File: config.mk
export PLATFORM = sky130hd
export DESIGN_NAME = hazard_scoreboard_flat
export DESIGN_NICKNAME = d
export VERILOG_FILES = /design/src/rtl/hazard_scoreboard_if.sv /design/src/rtl/hazard_scoreboard.sv /design/src/flat_wrapper.sv
export SDC_FILE = /design/constraint.sdc
export NUM_CORES = 1
export LEC_CHECK = 0
export ABC_AREA = 1
export ABC_CLOCK_PERIOD_IN_PS = 7150
export CORE_MARGIN = 3
export CORE_UTILIZATION = 36
export CTS_CLUSTER_DIAMETER = 80
export CTS_CLUSTER_SIZE = 40
export DETAILED_ROUTE_END_ITERATION = 7
export SLEW_MARGIN = 20
export SYNTH_ARGS = -nofsm -noshare
export SYNTH_HDL_FRONTEND = slang
export SYNTH_SLANG_ARGS = --single-unit
File: constraint.sdc
create_clock -name clk -period 7.15 [get_ports clk]
set_input_delay 0.715 -clock clk [delete_from_list [all_inputs] [get_ports clk]]
set_output_delay 0.715 -clock clk [all_outputs]
set_load 0.05 [all_outputs]
File: src/rtl/hazard_scoreboard_if.sv
// Bundle between the ID stage and the hazard scoreboard.
// master: ID-stage side, drives instruction fields, hold and stat_clear,
//         receives stall / flush_ex / issue / stall_count.
// slave : scoreboard side, the mirror image.
interface hazard_scoreboard_if #(
   parameter int AW    = 5,
   parameter int CNT_W = 16
);
   logic             hold;
   logic             id_valid;
   logic             id_flush;
   logic             id_use_rs;
   logic             id_use_rt;
   logic [AW-1:0]    id_rs;
   logic [AW-1:0]    id_rt;
   logic             id_branch;
   logic             id_reg_write;
   logic             id_mem_read;
   logic             id_mul;
   logic [AW-1:0]    id_rd;
   logic             stat_clear;
   logic             stall;
   logic             flush_ex;
   logic             issue;
   logic [CNT_W-1:0] stall_count;

   modport master (
      output hold, id_valid, id_flush, id_use_rs, id_use_rt, id_rs, id_rt,
             id_branch, id_reg_write, id_mem_read, id_mul, id_rd, stat_clear,
      input  stall, flush_ex, issue, stall_count
   );

   modport slave (
      input  hold, id_valid, id_flush, id_use_rs, id_use_rt, id_rs, id_rt,
             id_branch, id_reg_write, id_mem_read, id_mul, id_rd, stat_clear,
      output stall, flush_ex, issue, stall_count
   );
endinterface

File: src/rtl/hazard_scoreboard.sv
// Clocked ID-stage hazard scoreboard.
// Keeps a per-register countdown of in-flight results and a multiplier
// occupancy counter; stalls the ID instruction while any source operand is
// not yet forwardable (threshold depends on EX vs ID-branch consumer) or the
// non-pipelined multiplier is busy.
// Ports:
//   clk   - clock, rising edge
//   reset - asynchronous, active-high
//   bus   - hazard_scoreboard_if.slave: ID instruction fields, hold,
//           stat_clear in; stall, flush_ex, issue, stall_count out
module hazard_scoreboard #(
   parameter int AW       = 5,
   parameter int ALU_LAT  = 0,
   parameter int LOAD_LAT = 1,
   parameter int MUL_LAT  = 4,
   parameter int BR_EXTRA = 1,
   parameter int CNT_W    = 16
) (
   input logic                clk,
   input logic                reset,
   hazard_scoreboard_if.slave bus
);
   localparam int NREG    = 1 << AW;
   localparam int LAT_AL  = (ALU_LAT > LOAD_LAT) ? ALU_LAT : LOAD_LAT;
   localparam int LAT_MAX = (LAT_AL > MUL_LAT) ? LAT_AL : MUL_LAT;
   localparam int CW      = (LAT_MAX + BR_EXTRA > 0) ? $clog2(LAT_MAX + BR_EXTRA + 1) : 1;
   localparam int MW      = $clog2(MUL_LAT + 1);

   localparam logic [CW-1:0] ALU_VAL  = CW'(ALU_LAT + BR_EXTRA);
   localparam logic [CW-1:0] LOAD_VAL = CW'(LOAD_LAT + BR_EXTRA);
   localparam logic [CW-1:0] MUL_VAL  = CW'(MUL_LAT + BR_EXTRA);
   localparam logic [MW-1:0] MDU_VAL  = MW'(MUL_LAT - 1);

   // cnt[0] is never loaded, so it stays at zero and r0 can never hazard.
   logic [CW-1:0]    cnt [NREG];
   logic [MW-1:0]    mduBusy;
   logic [CNT_W-1:0] stallCount;

   logic [31:0]      threshold;
   logic             rsHaz;
   logic             rtHaz;
   logic             mduHaz;
   logic             stallInt;
   logic             issueInt;
   logic [CW-1:0]    loadVal;

   // A branch compares in ID, one stage earlier than an EX consumer, so it
   // has to wait BR_EXTRA cycles longer: lower threshold.
   always_comb begin
      threshold = bus.id_branch ? 32'd0 : 32'(BR_EXTRA);
      rsHaz     = bus.id_use_rs && (bus.id_rs != '0) && (32'(cnt[bus.id_rs]) > threshold);
      rtHaz     = bus.id_use_rt && (bus.id_rt != '0) && (32'(cnt[bus.id_rt]) > threshold);
      mduHaz    = bus.id_mul && (mduBusy != '0);
      stallInt  = bus.id_valid && !bus.id_flush && (rsHaz || rtHaz || mduHaz);
      issueInt  = bus.id_valid && !bus.id_flush && !stallInt && !bus.hold;
   end

   always_comb begin
      if (bus.id_mem_read)
         loadVal = LOAD_VAL;
      else if (bus.id_mul)
         loadVal = MUL_VAL;
      else
         loadVal = ALU_VAL;
   end

   assign bus.stall       = stallInt;
   assign bus.flush_ex    = stallInt || bus.id_flush;
   assign bus.issue       = issueInt;
   assign bus.stall_count = stallCount;

   // Decrement everything, then let a fresh issue overwrite its rd so the
   // newest producer latency always wins.
   always_ff @(posedge clk or posedge reset) begin
      if (reset) begin
         for (int r = 0; r < NREG; r++)
            cnt[r] <= '0;
         mduBusy <= '0;
      end else if (!bus.hold) begin
         for (int r = 0; r < NREG; r++)
            if (cnt[r] != '0)
               cnt[r] <= cnt[r] - 1'b1;
         if (issueInt && bus.id_reg_write && (bus.id_rd != '0))
            cnt[bus.id_rd] <= loadVal;
         if (issueInt && bus.id_mul)
            mduBusy <= MDU_VAL;
         else if (mduBusy != '0)
            mduBusy <= mduBusy - 1'b1;
      end
   end

   always_ff @(posedge clk or posedge reset) begin
      if (reset)
         stallCount <= '0;
      else if (bus.stat_clear)
         stallCount <= '0;
      else if (!bus.hold && stallInt && (stallCount != '1))
         stallCount <= stallCount + 1'b1;
   end
endmodule
File: src/flat_wrapper.sv
// flat-port wrapper written by rule: the top's interface ports become plain ports
module hazard_scoreboard_flat 
#(
   parameter int AW       = 5,
   parameter int ALU_LAT  = 0,
   parameter int LOAD_LAT = 1,
   parameter int MUL_LAT  = 4,
   parameter int BR_EXTRA = 1,
   parameter int CNT_W    = 16
)
  (clk, reset, bus_hold, bus_id_valid, bus_id_flush, bus_id_use_rs, bus_id_use_rt, bus_id_rs, bus_id_rt, bus_id_branch, bus_id_reg_write, bus_id_mem_read, bus_id_mul, bus_id_rd, bus_stat_clear, bus_stall, bus_flush_ex, bus_issue, bus_stall_count);
  hazard_scoreboard_if #(.AW(AW), .CNT_W(CNT_W)) bus_i ();
  input logic clk;
  input logic reset;
  input wire logic [$bits(bus_i.hold)-1:0] bus_hold;
  input wire logic [$bits(bus_i.id_valid)-1:0] bus_id_valid;
  input wire logic [$bits(bus_i.id_flush)-1:0] bus_id_flush;
  input wire logic [$bits(bus_i.id_use_rs)-1:0] bus_id_use_rs;
  input wire logic [$bits(bus_i.id_use_rt)-1:0] bus_id_use_rt;
  input wire logic [$bits(bus_i.id_rs)-1:0] bus_id_rs;
  input wire logic [$bits(bus_i.id_rt)-1:0] bus_id_rt;
  input wire logic [$bits(bus_i.id_branch)-1:0] bus_id_branch;
  input wire logic [$bits(bus_i.id_reg_write)-1:0] bus_id_reg_write;
  input wire logic [$bits(bus_i.id_mem_read)-1:0] bus_id_mem_read;
  input wire logic [$bits(bus_i.id_mul)-1:0] bus_id_mul;
  input wire logic [$bits(bus_i.id_rd)-1:0] bus_id_rd;
  input wire logic [$bits(bus_i.stat_clear)-1:0] bus_stat_clear;
  output wire logic [$bits(bus_i.stall)-1:0] bus_stall;
  output wire logic [$bits(bus_i.flush_ex)-1:0] bus_flush_ex;
  output wire logic [$bits(bus_i.issue)-1:0] bus_issue;
  output wire logic [$bits(bus_i.stall_count)-1:0] bus_stall_count;
  assign bus_i.hold = bus_hold;
  assign bus_i.id_valid = bus_id_valid;
  assign bus_i.id_flush = bus_id_flush;
  assign bus_i.id_use_rs = bus_id_use_rs;
  assign bus_i.id_use_rt = bus_id_use_rt;
  assign bus_i.id_rs = bus_id_rs;
  assign bus_i.id_rt = bus_id_rt;
  assign bus_i.id_branch = bus_id_branch;
  assign bus_i.id_reg_write = bus_id_reg_write;
  assign bus_i.id_mem_read = bus_id_mem_read;
  assign bus_i.id_mul = bus_id_mul;
  assign bus_i.id_rd = bus_id_rd;
  assign bus_i.stat_clear = bus_stat_clear;
  assign bus_stall = bus_i.stall;
  assign bus_flush_ex = bus_i.flush_ex;
  assign bus_issue = bus_i.issue;
  assign bus_stall_count = bus_i.stall_count;
  hazard_scoreboard #(.AW(AW), .ALU_LAT(ALU_LAT), .LOAD_LAT(LOAD_LAT), .MUL_LAT(MUL_LAT), .BR_EXTRA(BR_EXTRA), .CNT_W(CNT_W)) u_core (.clk(clk), .reset(reset), .bus(bus_i));
endmodule
======== Yosys cells after proc, flatten, opt, wreduce, memory -nomap -nowiden ========
Index checks and enable logic that the tools add are counted.
storage, ports and cells
  register bits ........................... 115
  bits of input ports ..................... 27
  output and inout port bits .............. 19
  logic and storage cells ................. 220
cells by class
  add/subtract/negate cells ............... 34
  magnitude comparators ................... 6
  eq/ne operators ......................... 1
  multiplexer cells ....................... 81
  bitwise operators ....................... 4
  reductions and logical operators ........ 60
operators by type and width
  operator                                                                      count
  3-bit two-way mux                                                             73
  3-bit nonzero test                                                            33
  3-bit by 1-bit subtractor with 3-bit output, second input constant            33
  96-bit bitwise mux                                                            1
  96-bit two-way mux                                                            1
  3-bit by 32-bit greater-than comparator with 1-bit output                     2
  16-bit two-way mux                                                            2
  3-bit binary-select mux with 5-bit select                                     2
  6-bit >= comparator, second input constant                                    3
  5-bit NOT with 6-bit output                                                   3
  16-bit by 1-bit adder with 16-bit output, second input constant               1
  16-bit inequality test, second input constant                                 1
  3-bit demux with 5-bit select                                                 1
  1-bit logical AND                                                             15
  5-bit nonzero test                                                            3
  6-bit by 1-bit less-than comparator with 1-bit output, second input constant  1
  2-bit nonzero test                                                            2
  1-bit logical NOT                                                             3
  1-bit logical OR                                                              3
  2-bit AND reduction                                                           1
  1-bit two-way mux                                                             1
  1-bit NOT                                                                     1

======== Logic depth before layout (Yosys ltp) ========
  depth in word-level cells ............... 15
  gate-level depth with buffers ........... 22
  gate-level depth less buffers ........... 20

======== Least setup slack after synthesis ========
OpenSTA, ideal clock, no wires.
  kind .................................... input port to output port
  from .................................... input bus_id_rt[0]
  to ...................................... output bus_issue
  arrival ................................. 3.386 ns
  data required time ...................... 6.435 ns
  path slack .............................. 3.049 ns
  cell stages on the path ................. 15
  path buffers ............................ 4
  path through ............................ buf_2 > inv_2 > buf_2 > buf_2 > clkbuf_1 > a21oi_1 > o21ai_0 > nand3_1 > a32o_1 > ha_1 > or2_2 > nand3_1 > nand2_1 > nand2_1 > nor2_1
between the ends
  word-level cells in the longest chain between the ends .. 12
RTL lines
  item                                                       RTL line                 text
  start: declaration                                         flat_wrapper.sv:21       input wire logic [$bits(bus_i.id_rt)-1:0] bus_id_rt;
  5-bit NOT with 6-bit output (implied by the code)          hazard_scoreboard.sv:52  rtHaz = bus.id_use_rt && (bus.id_rt != '0) && (32'(cnt[bus.id_rt]) > threshold);
  3-bit binary-select mux with 5-bit select                  hazard_scoreboard.sv:52
  3-bit two-way mux (implied by the code) (2 in series)      hazard_scoreboard.sv:52
  3-bit by 32-bit greater-than comparator with 1-bit output  hazard_scoreboard.sv:52
  1-bit logical AND *                                        hazard_scoreboard.sv:52
  1-bit logical OR * (2 in series)                           hazard_scoreboard.sv:54  stallInt = bus.id_valid && !bus.id_flush && (rsHaz || rtHaz || mduHaz);
  1-bit logical AND *                                        hazard_scoreboard.sv:54
  1-bit logical NOT *                                        hazard_scoreboard.sv:55  issueInt = bus.id_valid && !bus.id_flush && !stallInt && !bus.hold;
  1-bit logical AND * (2 in series)                          hazard_scoreboard.sv:55
  end: declaration                                           flat_wrapper.sv:30       output wire logic [$bits(bus_i.issue)-1:0] bus_issue;
Every way passes the cells marked *; elsewhere a longest branch is shown, timed or not. The select of a mux whose other input is x is not followed.

======== Final worst setup path ========
  from .................................... input bus_id_rs[0]
  to ...................................... output bus_flush_ex
between the ends
  word-level cells in the longest chain between the ends .. 10
RTL lines
  item                                                       RTL line                 text
  start: declaration                                         flat_wrapper.sv:20       input wire logic [$bits(bus_i.id_rs)-1:0] bus_id_rs;
  5-bit NOT with 6-bit output (implied by the code)          hazard_scoreboard.sv:51  rsHaz = bus.id_use_rs && (bus.id_rs != '0) && (32'(cnt[bus.id_rs]) > threshold);
  3-bit binary-select mux with 5-bit select                  hazard_scoreboard.sv:51
  3-bit two-way mux (implied by the code) (2 in series)      hazard_scoreboard.sv:51
  3-bit by 32-bit greater-than comparator with 1-bit output  hazard_scoreboard.sv:51
  1-bit logical AND *                                        hazard_scoreboard.sv:51
  1-bit logical OR * (2 in series)                           hazard_scoreboard.sv:54
  1-bit logical AND *                                        hazard_scoreboard.sv:54
  1-bit logical OR *                                         hazard_scoreboard.sv:68  assign bus.flush_ex = stallInt || bus.id_flush;
  end: declaration                                           flat_wrapper.sv:29       output wire logic [$bits(bus_i.flush_ex)-1:0] bus_flush_ex;
Marked as above.

==> run metrics <==
initial antenna violation count 0; Critical Path Source Type input pin; area of the core around 0.029 mm2; critical path class in2out; antenna diode count 0; run status finished, final reports clean; commonest non-fill, non-tap cell in the layout nand2_1; sequential area share after synthesis 26.9%; synthesized area per cell approximately 6.3 um2; number of sinks handled by clock tree synthesis 115; # port buffers 45; power per unit of standard cell area 401 mW/mm2; measured slew at the worst slew-check pin 903 ps; total negative setup slack 0 ps; clk_lat worst skew 440 ps; logic gate share of total power 57.2%; clock-pin slew of the registers on the worst-case setup and hold paths roughly 60 ps; capture point of the critical path bus_flush_ex; number of cell rows 62; leak pwr 6.26 nW; multi-input logic area 0.00685 mm2; Final Max Slew Viols 0; total clock buffers created by CTS 17; slack of the worst reg-to-reg path 3220 ps; number of filler instances in the final layout 3078; last weighted congestion value of the routability-driven placer around 0.94; gr ovfl total 0; H-tree depth 4; share of power burned in registers 24.6%; post-synthesis to final-layout area growth 11.6%; number of placed cells counting well taps 2067; TritonCTS clock tree yes; initial detailed-routing violation count just over 900; Synth cell types 36; Worst Skew 12.8 ps; number of buffers inserted to repair setup after CTS 0; number of warnings printed during yosys synthesis 0; worst min path class reg2reg; total iterations of the first detailed-routing run 7; height of the die 178 um; Post-Syn Area 0.0107 mm2; DRC errors left 0; hpwl dp 22900 um; largest net degree at the start of global routing 67; number of buffers inserted for hold repair after clock tree synthesis 0; CTS max path bufs 2; Routed wire per std cell 16.2 um; Reg area around 0.0029 mm2; Post-DRT Antenna Nets 0; Fmax 0.174 GHz; leading register cell type out of synthesis dfrtp_1; kind of capture point of the worst setup path output port; internal cell power 2.49 mW; leading cell types in the layout, fill and taps excluded 696 x nand2_1, 183 x nand3_1, 159 x o21ai_0; switching power summed over all nets 2.30 mW; startpoint of the lowest-slack register-to-register path u_core.cnt[3]$_DFFE_PP0N_; Worst Path Arrival 5030 ps; critical path fanouts, max 13; initial core utilization 36.9%; number of non-filler instances in the completed layout roughly 2100; first-pass GRT wire length 54300 um; width of the die 178 um; Syn Nets 1799; Clk pwr share 18.2%; Sw Share 48.0%; PostCTS Resize Cnt 0; GRT Total Usage 21.6%; hold violation total from the final report 0; root buffer cell clkbuf_16; number of flops mapped to enable cells by yosys 0; vias post-DR around 11000; Worst R2R End u_core.cnt[85]$_DFFE_PP0N_; VDD IR max approximately 0.16 mV; I/O pin count 46; total routed wirelength 33900 um; Setup crit start bus_id_rs[0]; Avg Vias per Cell 5.23; setup violators final 0; via count of the first global-routing pass 10200; DIE AREA 0.0318 mm2; post-synthesis instance total 1703; data required time at the worst endpoint 6430 ps; Min Clock Period, post-route approximately 5700 ps; max capacitance violation total 0; register bit count reported by yosys between 100 and 150; Worst Reg2Reg Path Length in Cells 20; period utilisation layout 80.3%; setup repair after global routing missed its margin no; proportion of register bits with asynchronous set or reset after synthesis 100%; Nets 1798; power consumption ~4.8 mW; relative max-transition margin around two fifths; share of cells above drive strength 1 3.44%
-- power groups by stage --
stage                     Clock [mW]  Combinational (mW)  Sequential [mW]
final                          0.871                2.74             1.18
after global routing           0.913                3.25             1.21
after global placement             0                2.65             1.18
after CTS                      0.886                2.74             1.17
after detailed placement           0                2.73             1.18
after floorplan                    0                2.24             1.10
-- final cells by class --
| type | count | area share [%] |
|---|---|---|
| multi-input cells | 1353 | 57.3 |
| flip-flops and latches | 115 | 24.1 |
| inverters | 157 | 4.99 |
| repair buffers | 58 | 4.67 |
| well taps | 384 | 4.02 |
| clock buffers | 18 | 3.68 |
| clock inverters | 14 | 1.23 |
-- metrics by stage --
| step | setup slack, ps | instance area, um2 | hold slack, ps | util, % |
|---|---|---|---|---|
| finish | 1410 | 11900 | 481 | 41.2 |
| global route | 1210 | 11900 | 497 | 41.2 |
| CTS | 1470 | 11900 | 482 | 41.2 |
| detailed placement | 1470 | 11400 | 465 | 39.2 |
| global placement | 1590 | 11400 | 459 | 39.2 |
| floorplan | 3050 | 10700 | 442 | - |
-- worst min path at each step --
stage | slack (ps) | endpoint | cells past startpoint | start
after global routing | 500 | u_core.cnt[55]$_DFFE_PP0N_ | 2 | u_core.cnt[55]$_DFFE_PP0N_
after detailed placement | 460 | u_core.cnt[53]$_DFFE_PP0N_ | 2 | u_core.cnt[53]$_DFFE_PP0N_
after global placement | 460 | u_core.mduBusy[1]$_DFFE_PP0P_ | 2 | u_core.mduBusy[1]$_DFFE_PP0P_
after CTS | 480 | u_core.cnt[53]$_DFFE_PP0N_ | 2 | u_core.cnt[53]$_DFFE_PP0N_
after floorplan | 440 | u_core.mduBusy[1]$_DFFE_PP0P_ | 2 | u_core.mduBusy[1]$_DFFE_PP0P_
final | 480 | u_core.cnt[49]$_DFFE_PP0N_ | 2 | u_core.cnt[49]$_DFFE_PP0N_
-- metal layers --
metal | part of all wire, % | global-route usage, %
met2 | 45 | 34.3
met1 | 47 | 29.9
met5 | 0 | 0
met3 | 4.8 | 3.68
met4 | 2.6 | 6.85
-- Yosys cell counts, types with 2 or more instances --
library cell	instances	share of area, %
o211ai_1	7	0.49
buf_6	9	0.95
inv_2	3	0.11
o21ai_0	159	7.4
nand4_1	5	0.29
nand2_1	696	24
nor2_2	2	0.12
nor4_1	2	0.12
a21oi_1	36	1.7
mux2i_1	31	2.9
or2_2	3	0.18
xor2_1	41	3.4
nor2_1	44	1.5
clkbuf_1	38	1.3
buf_1	3	0.11
nand3b_1	27	1.9
nor3b_1	2	0.14
o221ai_1	4	0.33
dfrtp_1	115	27
nand2_2	2	0.12
buf_4	2	0.14
nor3_1	18	0.84
a21boi_0	2	0.14
o31ai_1	5	0.35
ha_1	69	8.1
nand3_1	184	8.6
o21ai_1	9	0.42
buf_2	26	1.2
inv_1	152	5.3
-- sequential cells by signal, indices dropped and copies added, names as in the netlist --
signal,cells
u_core.bus.stall_count,16
u_core.cnt,96
u_core.mduBusy,3
-- critical path, cell delays in order --
cell and delay [ps]:
clkdlybuf4s50_1 940, inv_2 310, nand2_1 320, o221ai_1 150, o211ai_1 180, a21boi_0 120
a311oi_1 230, ha_1 270, or2_2 270, nand2_1 70, nor2_1 40, nand2_1 60
a21oi_1 80, nand2_1 220, nand3_1 140, nand2_1 90, clkdlybuf4s50_1 800
-- cell families after synthesis --
| group | share of synthesized area, % |
|---|---|
| flops | 26.9 |
| simple gates | 38.3 |
| xor+xnor | 3.44 |
| fa+ha+maj | 8.07 |
| compound gates | 11.2 |
| mux | 2.90 |
| buf+inv | 9.27 |
(Power assumes the default switching activity.)
